$ cat src/rtl/key_pkg.sv
// Shared constants and types for the key event queue.
// Holds the status byte layout, the entry format and the bus address decode.
package key_pkg;

   localparam int CODE_W  = 8;
   localparam int ENTRY_W = CODE_W + 1;

   localparam int ST_OVF     = 7;
   localparam int ST_REL     = 6;
   localparam int ST_FULL    = 5;
   localparam int ST_EMPTY   = 4;
   localparam int ST_CNT_MSB = 3;
   localparam int ST_CNT_LSB = 0;

   localparam logic A_DATA = 1'b0;
   localparam logic A_STAT = 1'b1;

   typedef struct packed {
      logic              rel;
      logic [CODE_W-1:0] code;
   } key_entry_t;

   function automatic logic [7:0] pack_status(input logic       ovf,
                                              input logic       rel,
                                              input logic       full,
                                              input logic       empty,
                                              input logic [3:0] cnt);
      logic [7:0] s;
      s                        = '0;
      s[ST_OVF]                = ovf;
      s[ST_REL]                = rel;
      s[ST_FULL]               = full;
      s[ST_EMPTY]              = empty;
      s[ST_CNT_MSB:ST_CNT_LSB] = cnt;
      return s;
   endfunction

endpackage

$ cat src/rtl/key_fifo.sv
// Synchronous circular FIFO with push/pop, full/empty/count and head data.
// DEPTH must be a power of two so the pointers wrap naturally.
module key_fifo #(
   parameter int DEPTH = 8,
   parameter int W     = 9
) (
   input  logic                       clk,
   input  logic                       reset,
   input  logic                       i_push,
   input  logic [W-1:0]               i_wdata,
   input  logic                       i_pop,
   output logic [W-1:0]               o_head,
   output logic                       o_full,
   output logic                       o_empty,
   output logic [$clog2(DEPTH+1)-1:0] o_count,
   output logic                       o_drop
);

   localparam int AW = (DEPTH > 1) ? $clog2(DEPTH) : 1;
   localparam int CW = $clog2(DEPTH+1);

   logic [W-1:0]  r_mem [DEPTH];
   logic [AW-1:0] r_wr_ptr;
   logic [AW-1:0] r_rd_ptr;
   logic [CW-1:0] r_count;
   logic          w_push_ok;
   logic          w_pop_ok;

   assign o_full    = (r_count == CW'(DEPTH));
   assign o_empty   = (r_count == '0);
   assign o_count   = r_count;
   assign o_head    = r_mem[r_rd_ptr];
   assign w_pop_ok  = i_pop & ~o_empty;
   // A pop frees the slot in the same cycle, so a full FIFO still accepts the push.
   assign w_push_ok = i_push & (~o_full | w_pop_ok);
   assign o_drop    = i_push & ~w_push_ok;

   always_ff @(posedge clk) begin
      if (w_push_ok) r_mem[r_wr_ptr] <= i_wdata;
   end

   always_ff @(posedge clk or negedge reset) begin
      if (!reset) begin
         r_wr_ptr <= '0;
         r_rd_ptr <= '0;
         r_count  <= '0;
      end else begin
         if (w_push_ok) r_wr_ptr <= r_wr_ptr + 1'b1;
         if (w_pop_ok)  r_rd_ptr <= r_rd_ptr + 1'b1;
         case ({w_push_ok, w_pop_ok})
            2'b10:   r_count <= r_count + 1'b1;
            2'b01:   r_count <= r_count - 1'b1;
            default: r_count <= r_count;
         endcase
      end
   end

endmodule

$ cat src/rtl/key_event_queue.sv
// Turns debounced key levels into press/repeat/release events, queues them,
// and serves them over an asynchronous chip-select read bus with a level irq.
module key_event_queue
   import key_pkg::*;
#(
   parameter int DEPTH        = 8,
   parameter int REPEAT_DELAY = 20000000,
   parameter int REPEAT_RATE  = 5000000,
   parameter int CNTW         = 25
) (
   input  logic              clk,
   input  logic              reset,
   input  logic [CODE_W-1:0] key_code,
   input  logic              key_act,
   input  logic              nCS,
   input  logic              nRD,
   input  logic              addr,
   output logic [7:0]        rdata,
   output logic              irq
);

   localparam int CW = $clog2(DEPTH+1);

   logic              r_act_q;
   logic              r_act_q2;
   logic [CODE_W-1:0] r_held_code;
   logic [CNTW-1:0]   r_rep_cnt;
   logic              r_rep_run;
   logic              r_ev_vld;
   key_entry_t        r_ev;

   logic r_ncs_s1, r_ncs_s2;
   logic r_nrd_s1, r_nrd_s2, r_nrd_s3;
   logic r_addr_s1, r_addr_s2;
   logic r_done_data, r_done_stat;
   logic r_ovf;

   logic          w_release, w_change, w_press, w_repeat;
   logic          w_rd, w_done;
   logic          w_full, w_empty, w_drop;
   logic [CW-1:0] w_count;
   key_entry_t    w_head;
   logic [7:0]    w_status;

   always_ff @(posedge clk or negedge reset) begin
      if (!reset) begin
         r_act_q  <= 1'b0;
         r_act_q2 <= 1'b0;
      end else begin
         r_act_q  <= key_act;
         r_act_q2 <= r_act_q;
      end
   end

   // The debouncer's code register lags key_act by one cycle, so key_code is
   // only trusted while r_act_q is high.
   assign w_release = ~r_act_q & r_act_q2;
   assign w_change  = r_act_q & r_act_q2 & (key_code != r_held_code);
   assign w_press   = r_act_q & ~r_act_q2;
   assign w_repeat  = r_act_q & r_act_q2 & r_rep_run & (r_rep_cnt == CNTW'(1));

   always_ff @(posedge clk or negedge reset) begin
      if (!reset) begin
         r_ev_vld    <= 1'b0;
         r_ev        <= '0;
         r_held_code <= '0;
         r_rep_cnt   <= '0;
         r_rep_run   <= 1'b0;
      end else begin
         r_ev_vld <= 1'b0;
         if (w_release) begin
            r_ev_vld  <= 1'b1;
            r_ev      <= {1'b1, r_held_code};
            r_rep_run <= 1'b0;
         end else if (w_change || w_press) begin
            r_ev_vld    <= 1'b1;
            r_ev        <= {1'b0, key_code};
            r_held_code <= key_code;
            r_rep_cnt   <= CNTW'(REPEAT_DELAY);
            r_rep_run   <= 1'b1;
         end else if (w_repeat) begin
            r_ev_vld  <= 1'b1;
            r_ev      <= {1'b0, r_held_code};
            r_rep_cnt <= CNTW'(REPEAT_RATE);
         end else if (r_act_q && r_rep_run) begin
            r_rep_cnt <= r_rep_cnt - 1'b1;
         end
      end
   end

   key_fifo #(
      .DEPTH (DEPTH),
      .W     (ENTRY_W)
   ) u_fifo (
      .clk     (clk),
      .reset   (reset),
      .i_push  (r_ev_vld),
      .i_wdata (r_ev),
      .i_pop   (r_done_data),
      .o_head  (w_head),
      .o_full  (w_full),
      .o_empty (w_empty),
      .o_count (w_count),
      .o_drop  (w_drop)
   );

   // Strobe synchronisers reset to their idle (high) level so no phantom
   // read or completion is seen as reset is released.
   always_ff @(posedge clk or negedge reset) begin
      if (!reset) begin
         r_ncs_s1  <= 1'b1;
         r_ncs_s2  <= 1'b1;
         r_nrd_s1  <= 1'b1;
         r_nrd_s2  <= 1'b1;
         r_nrd_s3  <= 1'b1;
         r_addr_s1 <= 1'b0;
         r_addr_s2 <= 1'b0;
      end else begin
         r_ncs_s1  <= nCS;
         r_ncs_s2  <= r_ncs_s1;
         r_nrd_s1  <= nRD;
         r_nrd_s2  <= r_nrd_s1;
         r_nrd_s3  <= r_nrd_s2;
         r_addr_s1 <= addr;
         r_addr_s2 <= r_addr_s1;
      end
   end

   assign w_rd     = ~r_nrd_s2 & ~r_ncs_s2;
   assign w_done   = r_nrd_s2 & ~r_nrd_s3 & ~r_ncs_s2;
   assign w_status = pack_status(r_ovf, w_head.rel & ~w_empty, w_full, w_empty, 4'(w_count));

   always_ff @(posedge clk or negedge reset) begin
      if (!reset) begin
         r_done_data <= 1'b0;
         r_done_stat <= 1'b0;
         r_ovf       <= 1'b0;
         irq         <= 1'b0;
         rdata       <= '0;
      end else begin
         r_done_data <= w_done & (r_addr_s2 == A_DATA);
         r_done_stat <= w_done & (r_addr_s2 == A_STAT);
         if (w_drop)           r_ovf <= 1'b1;
         else if (r_done_stat) r_ovf <= 1'b0;
         irq <= ~w_empty;
         if (!w_rd)                    rdata <= '0;
         else if (r_addr_s2 == A_STAT) rdata <= w_status;
         else if (w_empty)             rdata <= '0;
         else                          rdata <= w_head.code;
      end
   end

endmodule

$ cat config.mk
export PLATFORM = sky130hd
export DESIGN_NAME = key_event_queue
export DESIGN_NICKNAME = d
export VERILOG_FILES = /design/src/rtl/key_pkg.sv /design/src/rtl/key_fifo.sv /design/src/rtl/key_event_queue.sv
export SDC_FILE = /design/constraint.sdc
export NUM_CORES = 1
export LEC_CHECK = 0
export CAP_MARGIN = 10
export CORE_ASPECT_RATIO = 1.4
export CORE_UTILIZATION = 45
export CTS_CLUSTER_SIZE = 12
export DETAILED_ROUTE_END_ITERATION = 10
export SETUP_SLACK_MARGIN = 0.02
export SLEW_MARGIN = 10
export SYNTH_ARGS = -nofsm -noshare
export SYNTH_HDL_FRONTEND = slang
export SYNTH_SLANG_ARGS = --single-unit
$ cat constraint.sdc
create_clock -name clk -period 3.7 [get_ports clk]
set_clock_uncertainty 0.2 [all_clocks]
set_input_delay 0.74 -clock clk [delete_from_list [all_inputs] [get_ports clk]]
set_output_delay 0.74 -clock clk [all_outputs]
set_load 0.01 [all_outputs]
==> impl_metrics.ini, run 1 <==
[status]
status = finished, final reports clean

[clocking]
cts_tree = built
path_clk_slew_ps = 60
cts.repair.resized = 0
cts_setup_buffers = 0
clk_latency_ps = 420
cts_buffers = 17
cts-root-buf = clkbuf_16
hold_buffers = 0
cts_num_sinks = 147
clk_path_buf_depth = 2
htreeDepth = 4

[drt]
wire_per_inst_um = 18.6
drt_first_pass_iters = 4
vias_per_cell = 5.52
drt_iter0_drc = 131
antenna_left = 0
drc = 0
wl_um = 12400
vias = 3672

[cells_and_area]
finalNonFillerCells = 665
diodes = 0
nets = 491
drive_above_1_share_pct = 19.9
area_delta_synth_final_pct = 16.2

[critical_path]
path_cells = nor3_1 -> nand3b_1 -> nand2_1 -> ha_1 -> xor2_1 -> ha_1 -> a21oi_1 -> xor2_1 -> nor2_1 -> xor2_1
critPathRequiredTime_ps = 3800
crit_fanout = 6
crit_top_cell = xor2_1
cp_slowest_cell = dfrtp_1
worst-path-buf-inv = 0
critPathMaxStageDelay_ps = 450
path_class = reg2reg
crit_family = simple AND/OR/NAND/NOR gates
crit_arrival_ps = 3010
cp-end-kind = flip-flop
start_kind = flip-flop

[power_and_ir_drop]
seqPwrFrac_pct = 46.0
power_per_cell_area_nw_per_um2 = 680
p_leak_nw = 2.71
p_sw_w = 0.00136
switching_share_pct = 27.3
combPwrFrac_pct = 19.6
clockPowerShare_pct = 34.4
ir_worst_vdd_uv = 281
p_int_w = 0.00362

[yosys]
synth_most_common_cell = edfxtp_1
async_flop_share_pct = 51.0
syn_area_per_cell_um2 = 14.4
synth_common_cells = edfxtp_1 (72), dfrtp_1 (70), nor2_1 (40)
synthTopCellsByArea = edfxtp_1 (34%), dfrtp_1 (28%), mux4_2 (6.8%)
synth_top_area_share_pct = 34.3
yosysWarnings = 0
synth-edff-count = 72
syn_area_um2 = 6300
synth_cells = 438
ys_seq_area_share_pct = 64.2
synthFlopType = edfxtp_1
yosys.area.top_type = edfxtp_1
syn_nets = 459
synth.distinct_cells = 55
synth-seq-cells = 147

[sta]
worst_slack_ps = 790
slew_violations = 0
slew_headroom_pct = 36.6
rsz0062_at_grt = false
setup_viol = 0
setup_tns_ps = 0
hold_viol_final = 0
tightestPinTransition_ps = 951
max_freq_mhz = 344
fin_hold_ws_ps = 153
fin_crit_sh_pct = 78.7
period_minus_slack_ps = 2910

[grt]
grt_pass1_vias = 3842
grt_max_degree = 76
gr-usage-all-layers_pct = 19.1
antenna_found_initial = 0
grt_pass1_wl_um = 20200
grt_overflow = 0

[die]
die_w_um = 102
die_area_um2 = 14500
core_area_um2 = 13500
ioPinCount = 23
start_util_pct = 46.6
dieHeight_um = 142
rows = 50

[place]
port_buffers = 22
post-place-ws_ps = 526
dp_cells = 633
dp_hpwl_um = 8330
gp_congestion = 0.928

[job]
drv_cap = 0

[hold_path]
hp-class = reg2reg
==> power groups by stage <==
stage / logic (W) / registers, W / clock network [W]
floorplan: 0.000787 / 0.00218 / 0
global placement: 0.000972 / 0.00231 / 0
detailed placement: 0.000989 / 0.00233 / 0
CTS: 0.000996 / 0.00230 / 0.00175
global route: 0.00107 / 0.00233 / 0.00181
finish: 0.000974 / 0.00229 / 0.00171
==> kinds of logic (layout without fill, tap and decap cells) <==
| kind of cell | after synthesis | after routing | share of synthesized area [%] |
|---|---|---|---|
| buf+inv | 30 | 75 | 2.28 |
| simple gates | 140 | 140 | 11.9 |
| mux | 40 | 40 | 10.7 |
| xor+xnor | 30 | 30 | 4.17 |
| flops | 147 | 147 | 64.2 |
| compound gates | 44 | 44 | 5.35 |
| fa+ha+maj | 7 | 7 | 1.39 |
==> area by class of cell <==
type	count	area, um2
fillers	1149	6200
inverters	9	33.8
clock inverters	13	160
flip-flops and latches	147	4050
well taps	182	228
repair buffers	34	308
clock buffers	19	433
multi-input cells	261	2110
==> layer usage <==
layer	share of wire [%]	up-vias	GRT usage, %
met5	0	-	0
met4	2.1	0	7.89
met3	3.3	20	4.42
met2	54	69	33.7
met1	41	1877	21.9
li1	-	1706	-
==> sequential cells by signal (all words and copies together), names as in the netlist, 3 cells and up <==
name	flops
u_fifo.r_mem	72
r_rep_cnt	25
r_ev	9
r_held_code	8
rdata	8
u_fifo.o_count	4
u_fifo.r_rd_ptr	3
u_fifo.r_wr_ptr	3
==> stage by stage <==
stage | instance area, um2 | total power (W) | utilization, %
2_1_floorplan | 6300 | 0.00297 | -
3_3_place_gp | 6720 | 0.00328 | 49.8
3_5_place_dp | 6720 | 0.00331 | 49.8
4_1_cts | 7320 | 0.00504 | 54.1
5_1_grt | 7320 | 0.00521 | 54.1
6_report | 7320 | 0.00498 | 54.1
==> layout by cell type (no fill, tap or decap), types with 5 or more instances in the layout <==
master,n
edfxtp_1,72
dfrtp_1,70
nor2_1,40
nor3_1,26
xnor2_1,24
nand2_1,22
clkdlybuf4s50_1,21
mux4_2,19
clkbuf_16,17
mux2_2,15
buf_4,13
inv_1,9
nand2b_1,8
a21oi_1,8
a221o_1,8
nor4_1,7
ha_1,7
xor2_1,6
or3_1,6
dfstp_2,5
==> path summary, 6_finish.rpt <==
check | start | endpoint | slack (ps) | cells after the start
min in group asynchronous | reset | u_fifo.o_count[3]$_DFFE_PN0P_ | 240 | 1
max in group asynchronous | reset | r_rep_run$_DFFE_PN0P_ | 2420 | 1
min reg2reg | r_addr_s1$_DFF_PN0_ | r_addr_s2$_DFF_PN0_ | 150 | 0
max reg2reg | u_fifo.o_count[0]$_DFFE_PN0P_ | u_fifo.o_count[2]$_DFFE_PN0P_ | 790 | 10
max | u_fifo.o_count[0]$_DFFE_PN0P_ | u_fifo.o_count[2]$_DFFE_PN0P_ | 790 | 10
min | r_addr_s1$_DFF_PN0_ | r_addr_s2$_DFF_PN0_ | 150 | 0
No activity file was read; power rests on OpenSTA's default activity.
==> run 2, diff against run 1 <==
Clock period 3.7 ns to 2.65 ns, I/O delays scaled along.
==> run 2 against run 1 <==
First-iteration DRC count increased by 21%. Clock-buffer cell count decreased by 1. Worst setup slack got worse by 630 ps. Utilization increased by 1.5 points. Critical path type unchanged. Largest cell class unchanged.
==> impl_metrics.ini, run 2 (synthesis results as in run 1) <==
[drt]
antenna_left = 0
vias = 3754
wl_um = 12600
drt_iter0_drc = 159
drc = 0
vias_per_cell = 5.42
drt_first_pass_iters = 4
wire_per_inst_um = 18.2

[grt]
gr-usage-all-layers_pct = 19.2
antenna_found_initial = 0
grt_pass1_wl_um = 20100
grt_max_degree = 34
grt_pass1_vias = 3819
grt_overflow = 0

[cells_and_area]
layout_commonest_cell = edfxtp_1
finalNonFillerCells = 693
nets = 519
regMostFlops = u_fifo.r_mem
layout.cells.most_common_list = edfxtp_1 (72), dfrtp_1 (68), nor2_1 (40), buf_4 (39), nor3_1 (25)
diodes = 0
drive_above_1_share_pct = 24.3
design_area_um2 = 7510
largest_register_ffs = 72
top_regs = u_fifo.r_mem: 72 flops, r_rep_cnt: 25 flops, r_ev: 9 flops
fillers = 1131
area_delta_synth_final_pct = 19.3

[clocking]
cts_tree = built
cts-root-buf = clkbuf_16
htreeDepth = 4
path_clk_slew_ps = 60
clk_latency_ps = 410
cts_num_sinks = 147
clk_path_buf_depth = 2
cts_buffers = 17
cts_setup_buffers = 0

[die]
ioPinCount = 23
core_area_um2 = 13500
die_area_um2 = 14500
die_w_um = 102
dieHeight_um = 142
start_util_pct = 46.6
rows = 50

[sta]
rsz0062_at_grt = false
setup_tns_ps = 0
hold_viol_final = 0
max_freq_mhz = 402
setup_viol = 0
period_minus_slack_ps = 2490
slew_violations = 0
slew_headroom_pct = 30.8
fin_crit_sh_pct = 93.9
tightestPinTransition_ps = 1030

[hold_path]
min_path_cells = 0
holdCritStartpoint = r_addr_s1$_DFF_PN0_
min_to = r_addr_s2$_DFF_PN0_
hp-class = reg2reg

[critical_path]
crit_arrival_ps = 2580
path_cells = nor4_2 -> nand4_2 -> nor4_4 -> or3_1 -> mux2_4
reg2reg_to = r_ev[0]$_DFFE_PN0P_
cp-end-kind = flip-flop
path_class = reg2reg
cp_slowest_cell = nor4_4
critPathMaxStageDelay_ps = 490
crit_fanout = 6
critPathRequiredTime_ps = 2750
reg2reg_depth = 5
timing.rr.start = r_rep_cnt[22]$_DFFE_PN0P_
start_kind = flip-flop
ff2ff_setup_slack_ps = 160

[power_and_ir_drop]
power_per_cell_area_nw_per_um2 = 911
ir_worst_vdd_uv = 491
p_leak_nw = 2.82

[place]
dp_cells = 660
dp_hpwl_um = 8770
gp_congestion = 0.893
place_area_um2 = 6940
port_buffers = 22

[status]
status = finished, final reports clean

[job]
drv_cap = 0
[run 2: final cells by class]
class                   instances  area (um2)  share of cell area, %
flip-flops and latches        147        4050                   53.9
multi-input cells             261        2130                   28.3
repair buffers                 62         533                   7.09
clock buffers                  18         429                   5.71
well taps                     182         228                   3.03
clock inverters                14         114                   1.52
inverters                       9        33.8                  0.450
[run 2: worst max-delay path, delay by kind of cell, from the launching register on]
| kind | cells | cell delay (ps) |
|---|---|---|
| muxes | 1 | 320 |
| and+or+nand+nor | 4 | 1420 |
| DFF | 1 | 430 |
[run 2: worst max-delay path by stage]
stage	start	depth (start not counted)	slack (ps)	to
finish	r_rep_cnt[22]$_DFFE_PN0P_	5	160	r_ev[0]$_DFFE_PN0P_
global route	u_fifo.o_count[0]$_DFFE_PN0P_	11	20	u_fifo.o_count[2]$_DFFE_PN0P_
CTS	u_fifo.o_count[0]$_DFFE_PN0P_	11	100	u_fifo.o_count[2]$_DFFE_PN0P_
detailed placement	key_code[7]	6	-70	r_ev[0]$_DFFE_PN0P_
global placement	key_code[7]	6	-70	r_ev[1]$_DFFE_PN0P_
floorplan	u_fifo.o_count[1]$_DFFE_PN0P_	13	50	u_fifo.o_count[2]$_DFFE_PN0P_
[run 2: power by group]
part / switching [W] / total, W / internal [W] / leakage [nW]
clock: 0.000890 / 0.00217 / 0.00128 / 0.261
combinational: 0.000687 / 0.00151 / 0.000825 / 1.00
sequential: 0.000332 / 0.00316 / 0.00283 / 1.56
total: 0.00191 / 0.00685 / 0.00494 / 2.82
[run 2: what timing repair did]
| item | 4_1_cts | 5_1_grt |
|---|---|---|
| resized for setup | 0 | 4 |
| setup endpoints to repair | 0 | 2 |
| hold buffers | 1 | 0 |
| hold endpoints to repair | 30 | 0 |
[run 2: metrics by stage]
step	hold slack (ps)	power, W	utilization (%)	worst slack [ps]
2_1_floorplan	34.4	0.00415	-	52.5
4_1_cts	152	0.00691	55.5	95.3
3_3_place_gp	137	0.00468	51.4	-66.0
6_report	153	0.00685	55.6	162
3_5_place_dp	142	0.00472	51.4	-72.9
5_1_grt	158	0.00718	55.6	17.7
[run 2: layer usage]
| metal | global-route usage [%] | share of wire (%) |
|---|---|---|
| met5 | 0 | 0 |
| met4 | 8.65 | 2.0 |
| met3 | 3.54 | 2.5 |
| met2 | 34.7 | 55 |
| met1 | 21.8 | 41 |
==> run 3, diff against run 2 <==
Settings changed: CTS_CLUSTER_SIZE 12 to not set.
==> results of run 3 <==
No change in the layout: final DEF, timing and power equal those of run 2.
==> edit: new RTL, settings of run 3 <==
`DEPTH` is set to 8 in 2 places; all go to 16.
--- a/src/rtl/key_fifo.sv
+++ b/src/rtl/key_fifo.sv
@@ -2,5 +2,5 @@
 // DEPTH must be a power of two so the pointers wrap naturally.
 module key_fifo #(
-   parameter int DEPTH = 8,
+   parameter int DEPTH = 16,
    parameter int W     = 9
 ) (
--- a/src/rtl/key_event_queue.sv
+++ b/src/rtl/key_event_queue.sv
@@ -4,5 +4,5 @@
    import key_pkg::*;
 #(
-   parameter int DEPTH        = 8,
+   parameter int DEPTH        = 16,
    parameter int REPEAT_DELAY = 20000000,
    parameter int REPEAT_RATE  = 5000000,
Behaviour: no difference found for any inputs over 10 cycles, from zero or initial values and one cycle with reset low; that may be too few to reach the edited logic, so the function may still have changed.
==> edit against run 3 <==
Total power grew 49%. Sequential cell count grew 75. Non-clock buffer count grew 8. Clock power grew 47%. Worst setup slack lost 80 ps. Final area grew 45%. Wire length grew 50%. Sequential share of layout area grew 3.8 points. Area after synthesis grew 47%. Critical endpoint is now u_fifo.o_count[4]. Largest power group unchanged. Highest routed layer unchanged.
==> edit: results (changes against run 3) <==
Yosys
  – Syn Nets: 602 (was 459)
  – Post-synthesis compound-gate area fraction: 7.469% (was 5.345%)
  – Number of flops mapped to enable cells by yosys: 144 (was 72)
  – Mean Syn Cell Area: 15.97 um2 (was 14.38 um2)
  – Post-Synth Adder-Cell Area: 1.356% (was 1.391%)
  – Sequential share of the synthesized area: 68.06% (was 64.24%)
  – Asr flop ratio synth: 35.14% (was 51.02%)
  – Top cells by area, synth: edfxtp_1 (47%), dfrtp_1 (20%), mux4_2 (9.0%) (was edfxtp_1 (34%), dfrtp_1 (28%), mux4_2 (6.8%))
  – Commonest cells post-synth: edfxtp_1 (144), dfrtp_1 (73), mux4_2 (37), nand2_1 (28), and2_1 (22) (was edfxtp_1 (72), dfrtp_1 (70), nor2_1 (40), nor3_1 (26), xnor2_1 (24))
  – Mux cell area share after synthesis: 10.59% (was 10.67%)
  – XOR/XNOR Fraction of Synth Area: 1.898% (was 4.172%)
  – Distinct cells, synth: 63 (was 55)

Pwr
  – Combinational group share of total power: 24.4% (was 22.1%)
  – Clock group share of total power: 31.2% (was 31.7%)
  – Leakage: 0.003829 uW (was 0.002818 uW)
  – Sw Share: 27.60% (was 27.90%)

Clock network
  – Clock-pin slew on the worst setup and hold paths: 60 ps (about the same)
  – Num CTS Buffers: 22 (was 17)
  – Htree depth: 1 (was 4)
  – Clk buf depth: 3 (was 2)
  – Clk Latency, worst-skew pair: 500 ps (was 410 ps)

Drt
  – Average wire per standard cell: 20.68 um (was 18.23 um)
  – Routed wire length: 18920 um (was 12630 um)
  – Routed vias: 5129 (was 3754)

Global routing
  – Pin count of the biggest net entering global routing: 48 (was 34)
  – Vias in the first global route: 5585 (was 3819)
  – Initial antenna violation count: 0 (unchanged)
  – First-pass GRT wire length: 30420 um (was 20150 um)
  – Total global-route track usage: 19.06% (was 19.23%)
  – M2 GR Usage: 36.13% (was 34.65%)
  – Met1 track demand over resource: 22.28% (was 21.78%)
  – Met3 Use GR: 2.288% (was 3.536%)

Critical path
  – Critical Path AT: 2790 ps (was 2580 ps)
  – Worst R2R Start: u_fifo.o_count[0] (was r_rep_cnt[22])
  – R2R Setup Slk: 80 ps (was 160 ps)
  – Critical path fanouts, max: 4 (was 6)
  – R2r endpoint: u_fifo.o_count[4] (was r_ev[0])
  – Worst reg2reg path depth: 12 (was 5)

Min path
  – Hold path depth: 0 (unchanged)
  – Hold path start: r_nrd_s1 (was r_addr_s1)
  – Hold EP: r_nrd_s2 (was r_addr_s2)

Layout
  – Share of cells above drive strength 1: 24.74% (was 24.27%)
  – Top Registers: u_fifo.r_mem: 144 flops, r_rep_cnt: 25 flops, r_ev: 9 flops (was u_fifo.r_mem: 72 flops, r_rep_cnt: 25 flops, r_ev: 9 flops)
  – Layout Nets: 671 (was 519)

Timing
  – Rel. slew slack: 55.17% (was 30.84%)

Run status
  – Status: complete, no violations (unchanged)

Place
  – Final RePlAce weighted congestion: 0.8346 (was 0.8929)
  – Hpwl dp: 13160 um (was 8771 um)
  – Dpl ws: -73.31 ps (was -72.91 ps)
  – Dpl cells: 872 (was 660)
edit: cell types whose count changed after synthesis, sizes merged, moves of 7 or more:
cell / run 3 / this run
nor3: 26 / 10
nor2: 40 / 17
xnor2: 24 / 15
a21oi: 8 / 19
nand2: 22 / 29
or4: 0 / 7
mux2: 18 / 11
and2: 2 / 22
mux4: 19 / 37
o21ai: 5 / 22
edfxtp: 72 / 144
a221oi: 0 / 9
a22o: 0 / 8
edit: worst max-delay path: stages (launching register included):
cell and delay, ps:
dfrtp_2 420, nor4_4 310, nand2_1 100, o21a_2 240, inv_2 70, ha_4 130, xor2_1 150, ha_2 230
a21o_1 120, nand2_1 50, a21o_1 160, a31oi_2 150, xor2_1 160
edit: layout make-up:
type,instances,area [um2]
tap,252,315.3
fill,1609,9102
clock inverter,15,190.2
inverter,14,52.55
multi-input combinational,317,2872
sequential,222,6285
clock buffer,25,561.8
timing repair buffer,70,618.1
edit: stage by stage:
step / cell area [um2] / setup TNS [ps] / power [uW] / hold WS (ps)
after floorplan: 9291 / -0.6311 / 6160 / 34.41
after CTS: 10840 / 0 / 10320 / 157.3
after global placement: 10080 / -84.11 / 7027 / 148.4
after global routing: 10890 / -118.3 / 10700 / 159.9
final: 10890 / 0 / 10220 / 154.2
after detailed placement: 10080 / -398.4 / 7109 / 138.8
edit: kinds of logic (layout without fill, tap and decap cells):
| kind of cell | Yosys count | count (layout) |
|---|---|---|
| AO/OA/AOI/OAI | 98 | 98 |
| flip-flops | 222 | 222 |
| multiplexers | 50 | 50 |
| XOR/XNOR | 20 | 20 |
| adder cells (fa/ha/maj) | 10 | 10 |
| buffers and inverters | 39 | 124 |
| AND/OR/NAND/NOR | 139 | 139 |
edit: layer usage:
layer	wire, um	up-vias
met4	384	0
met3	621	25
met5	0	-
li1	-	2412
met2	10630	84
met1	7287	2608
edit: repair_timing:
action / in CTS / in global routing
endpoints found under the setup margin: 0 / 11
hold buffers: 1 / 0
resized for setup: 0 / 8
endpoints found under the hold margin: 26 / 0
buffers inserted: 0 / 2
edit: worst max-delay path by stage:
stage	startpoint	to	slack (ps)	depth (start not counted)
5_1_grt	u_fifo.o_count[0]	u_fifo.o_count[4]	-70	12
3_3_place_gp	key_code[0]	r_ev[0]	-30	7
4_1_cts	u_fifo.o_count[0]	u_fifo.o_count[4]	40	12
6_report	u_fifo.o_count[0]	u_fifo.o_count[4]	80	12
3_5_place_dp	key_code[0]	r_ev[0]	-70	7
2_1_floorplan	u_fifo.o_count[0]	u_fifo.o_count[4]	-0.6	13
